### src/rtl/uart_rx.sv
// uart_rx: oversampled UART receiver, 8N1-style framing with a configurable
// number of data bits, LSB first, one stop bit.
//
// Ports
//   clk          system clock, all state on the rising edge
//   rst_n        asynchronous active-low reset
//   rx_i         serial line (asynchronous, idle high)
//   data_o       last accepted byte, stable while valid_o is high
//   valid_o      data_o holds a byte not yet taken by the consumer
//   ready_i      consumer takes data_o when valid_o && ready_i
//   busy_o       receiver is inside a frame (FSM not in IDLE)
//   frame_err_o  one-cycle pulse: stop bit sampled low, byte discarded
//   overrun_o    one-cycle pulse: completed byte dropped, previous unread
//
// state | meaning
// IDLE  | waiting for a falling edge on the synchronized line
// START | timing to the middle of the start bit to confirm it
// DATA  | sampling data bits at mid-bit, LSB first
// STOP  | sampling the stop bit at mid-bit
module uart_rx #(
  parameter int DATA_WIDTH = 8,
  parameter int BAUD_DIV   = 104
) (
  input  logic                  clk,
  input  logic                  rst_n,
  input  logic                  rx_i,
  input  logic                  ready_i,
  output logic [DATA_WIDTH-1:0] data_o,
  output logic                  valid_o,
  output logic                  busy_o,
  output logic                  frame_err_o,
  output logic                  overrun_o
);

  localparam int CNT_W = (BAUD_DIV > 1) ? $clog2(BAUD_DIV) : 1;
  localparam int IDX_W = (DATA_WIDTH > 1) ? $clog2(DATA_WIDTH) : 1;

  localparam logic [CNT_W-1:0] CNT_FULL = CNT_W'(BAUD_DIV - 1);
  localparam logic [CNT_W-1:0] CNT_HALF = CNT_W'(BAUD_DIV / 2 - 1);
  localparam logic [IDX_W-1:0] IDX_LAST = IDX_W'(DATA_WIDTH - 1);

  localparam logic [1:0] IDLE  = 2'd0;
  localparam logic [1:0] START = 2'd1;
  localparam logic [1:0] DATA  = 2'd2;
  localparam logic [1:0] STOP  = 2'd3;

  logic                  rx_meta;
  logic                  rx_s;
  logic                  rx_d;
  logic [1:0]            state;
  logic [1:0]            state_nxt;
  logic [CNT_W-1:0]      cnt;
  logic [IDX_W-1:0]      idx;
  logic [DATA_WIDTH-1:0] shift;
  logic                  at_full;
  logic                  at_half;
  logic                  done;
  logic                  stop_bad;

  // Synchronizer and edge-detect history reset to the idle level so that
  // reset release on an idle line never looks like a start edge.
  always_ff @(posedge clk or negedge rst_n) begin
    if (!rst_n) begin
      rx_meta <= 1'b1;
      rx_s    <= 1'b1;
      rx_d    <= 1'b1;
    end else begin
      rx_meta <= rx_i;
      rx_s    <= rx_meta;
      rx_d    <= rx_s;
    end
  end

  assign at_full  = (cnt == CNT_FULL);
  assign at_half  = (cnt == CNT_HALF);
  assign done     = (state == STOP) && at_full && rx_s;
  assign stop_bad = (state == STOP) && at_full && !rx_s;

  always_comb begin
    state_nxt = state;
    case (state)
      IDLE:  if (rx_d && !rx_s) state_nxt = START;
      // A start bit that is high again at mid-bit was a glitch.
      START: if (at_half) state_nxt = rx_s ? IDLE : DATA;
      DATA:  if (at_full && (idx == IDX_LAST)) state_nxt = STOP;
      STOP:  if (at_full) state_nxt = IDLE;
      default: state_nxt = IDLE;
    endcase
  end

  always_ff @(posedge clk or negedge rst_n) begin
    if (!rst_n) begin
      state <= IDLE;
      cnt   <= '0;
      idx   <= '0;
      shift <= '0;
    end else begin
      state <= state_nxt;

      // Counter restarts on every state change so each phase times from
      // its own entry point.
      if (state_nxt != state || state == IDLE || at_full)
        cnt <= '0;
      else
        cnt <= cnt + 1'b1;

      if (state == START && at_half)
        idx <= '0;
      else if (state == DATA && at_full)
        idx <= idx + 1'b1;

      if (state == DATA && at_full)
        shift <= {rx_s, shift[DATA_WIDTH-1:1]};
    end
  end

  always_ff @(posedge clk or negedge rst_n) begin
    if (!rst_n) begin
      data_o      <= '0;
      valid_o     <= 1'b0;
      frame_err_o <= 1'b0;
      overrun_o   <= 1'b0;
    end else begin
      frame_err_o <= stop_bad;
      overrun_o   <= 1'b0;
      if (done) begin
        // A handshake in the completion cycle frees the slot for the new byte.
        if (!valid_o || ready_i) begin
          data_o  <= shift;
          valid_o <= 1'b1;
        end else begin
          overrun_o <= 1'b1;
        end
      end else if (valid_o && ready_i) begin
        valid_o <= 1'b0;
      end
    end
  end

  assign busy_o = (state != IDLE);

endmodule

### config.mk
export PLATFORM = sky130hd
export DESIGN_NAME = uart_rx
export DESIGN_NICKNAME = d
export VERILOG_FILES = /design/src/rtl/uart_rx.sv
export SDC_FILE = /design/constraint.sdc
export NUM_CORES = 1
export LEC_CHECK = 0
export ABC_AREA = 1
export CAP_MARGIN = 20
export CORE_UTILIZATION = 54
export DETAILED_ROUTE_END_ITERATION = 16
export GPL_TIMING_DRIVEN = 0
export PLACE_DENSITY = 0.77
export SLEW_MARGIN = 0
export SYNTH_ARGS = -nofsm -noshare
export SYNTH_HDL_FRONTEND = slang
export SYNTH_SLANG_ARGS = --single-unit
### constraint.sdc
create_clock -name clk -period 2 [get_ports clk]
set_clock_uncertainty 0.05 [all_clocks]
set_input_delay 0.4 -clock clk [delete_from_list [all_inputs] [get_ports clk]]
set_output_delay 0.4 -clock clk [all_outputs]
set_load 0.01 [all_outputs]
==> results_dict.tcl <==
set metrics [dict create \
    outcome "finished, final reports clean" \
    routed_wl_um 2614 \
    cts.clk_slew.worst_paths_ps 110 \
    fin_cells 208 \
    min_period_ps 1924 \
    grt_pass1_wl_um 4291 \
    synth_nets 160 \
    gr-total-overflow 0 \
    via_count 1061 \
    crit_slowest_cell "clkdlybuf4s50_1" \
    finalSetupViolations 0 \
    boundaryPins 16 \
    required_ps 1550 \
    p_comb_share_pct 22.7 \
    initial_core_util_pct 58.51 \
    synth_top_area_cell "dfrtp_1" \
    synthToLayoutAreaGrowth_pct 17.23 \
    fin_nets 184 \
    drive_above_1_share_pct 19.66 \
    arrival_ps 1470 \
    gp_congestion 0.9226 \
    track_usage_pct 21.53 \
    crit_type "flop to output pin" \
    mostFrequentLayoutCells "38 x nand2_1, 31 x dfrtp_1, 17 x inv_1" \
    slew_headroom_pct 51.77 \
    dieArea_sq_mm 0.002971 \
    ant_nets 0 \
    via_per_inst 5.101 \
    htreeDepth 2 \
    ys_warn_count 0 \
    p_per_area_mw_per_mm2 924.2 \
    cp_top_family "buffers and inverters" \
    cts_tree "yes" \
    pwr-share-clk_pct 24.4 \
    multiInputGateArea_sq_um 540.5 \
    fmax_ghz 0.5197 \
    avgRoutedWirePerCell_um 12.57 \
    cellLeakagePower_uw 0.0008281 \
    rsz0062_at_grt "false" \
    setup.worst_path.end_class "output pin" \
    antennaDiodeCount 0 \
    worst_setup_path_start_kind "flop" \
    peakVddDrop_v 0.0006510 \
    synth.distinct_cells 24 \
    clock_latency_ps 340 \
    critPathMaxFanout 4 \
    synth_seq_area_share_pct 57.39 \
    hpwl_um 1847 \
    die_width_um 54.51 \
    drc 0 \
    rows 18 \
    final_common_cell "nand2_1" \
    p_sw_uw 518.4 \
    avgSynthCellArea_sq_um 9.732 \
    n_fill_cell 201 \
    seq_power_share_pct 53.0 \
    grt_max_degree 35 \
    first_pass_iters 4 \
    drv_slew 0 \
    first_iter_violations 43 \
    grt_pass1_vias 986 \
    post-route-period-util_pct 96.22 \
    cts_buffers 5 \
    core_area_sq_mm 0.002545 \
    maxCapViolCount 0 \
    tns_ps 0 \
    intPower_uw 1095 \
    synth_top_area_share_pct 52.10 \
    hold_class "input pin to asynchronous set/reset pin" \
    clkSinkCount 34 \
    portBuffers 15 \
    clock_path_buffers 2 \
    post-place-cells 198 \
    antenna_found_initial 0 \
    post-route-util_pct 68.58 \
    ys_seq_elements 34 \
    crit_path_max_incr_delay_ps 540 \
    cp.buffers_inverters 2 \
    regArea_sq_um 854.6 \
    tightestPinTransition_ps 723.4 \
    syn_inst 153 \
    path_cells "inv_1, nand2_1, clkdlybuf4s50_1" \
    final-hold-violation-count 0 \
    synth_area_leaders "dfrtp_1 52%, nand2_1 9.6%, dfstp_2 5.3%, o21ai_2 4.7%, inv_1 4.3%" \
    cts-root-buf "clkbuf_4" \
    die_y_um 54.51 \
    swShare_pct 32.14 \
    synth_area_sq_mm 0.001489 \
]
worst paths after layout:
check | startpoint | end | slack (ps) | cells past startpoint
max | state[0]$_DFF_PN0_ | busy_o | 80 | 3
min | rst_n | idx[2]$_DFFE_PN0P_ | 60 | 1
max reg2reg | cnt[0]$_DFF_PN0_ | cnt[0]$_DFF_PN0_ | 410 | 8
min reg2reg | rx_meta$_DFF_PN1_ | rx_s$_DFF_PN1_ | 310 | 0
max in group asynchronous | rst_n | cnt[1]$_DFF_PN0_ | 1360 | 1
min in group clk | rx_meta$_DFF_PN1_ | rx_s$_DFF_PN1_ | 310 | 0
cell families after synthesis:
| kind of cell | after synthesis | synth area share (%) |
|---|---|---|
| simple gates | 66 | 21.18 |
| flops | 34 | 57.39 |
| compound gates | 22 | 9.663 |
| buf+inv | 23 | 6.303 |
| fa+ha+maj | 3 | 2.521 |
| xor+xnor | 5 | 2.942 |
state kept, by name, indices dropped and copies added, names as in the netlist:
register,cells
data_o,8
shift,8
cnt,7
idx,3
state,2
frame_err_o,1
overrun_o,1
rx_d,1
rx_meta,1
rx_s,1
valid_o,1
metrics by stage:
stage               instance area (sq um)  setup WS, ps  hold WS (ps)  power (uW)
finish                               1745         75.63         57.95        1613
global route                         1745         4.912         122.1        1725
CTS                                  1730         46.82         83.59        1606
detailed placement                   1672         271.5         299.3        1217
global placement                     1677        -144.7         297.5        1198
floorplan                            1489         569.7         54.41        1129
power by group through the flow:
stage	Combinational [uW]	Clock [uW]	Sequential (uW)
floorplan	278	0	851
global route	428	429	869
CTS	354	399	853
detailed placement	350	0	867
global placement	336	0	862
finish	366	393	854
final cells by class:
cell class                 instances  area share [%]
multi-input combinational         96           30.97
tap                               30           2.151
inverter                          22           4.731
sequential                        34           48.96
clock buffer                       8           3.369
timing repair buffer              17           9.176
buffer                             1          0.6452
cell usage after synthesis:
master	n
nand4_1	1
nand2_2	3
xnor2_1	2
o221ai_1	1
buf_6	1
dfstp_2	3
nor4_1	1
nor2_1	11
nor3_1	2
nand2_1	38
inv_1	17
o21ai_1	1
nand4_4	1
nand3_1	4
o21ai_2	8
inv_2	5
dfrtp_1	31
nor2_2	2
ha_1	3
o21ai_0	9
a21oi_1	3
nor3_4	1
xor2_1	3
nand3_2	2
routing by layer:
metal	GRT usage [%]	wire, um
met5	0	0
met2	32.93	1198
met1	27.65	1247
met4	11.11	34
met3	6.111	134
what timing repair did:
item,4_1_cts,5_1_grt
endpoints found under the hold margin,0,0
setup endpoints to repair,0,1
resized for setup,0,0
hold buffers,0,0
buffers inserted,0,2
(Power assumes the default switching activity.)
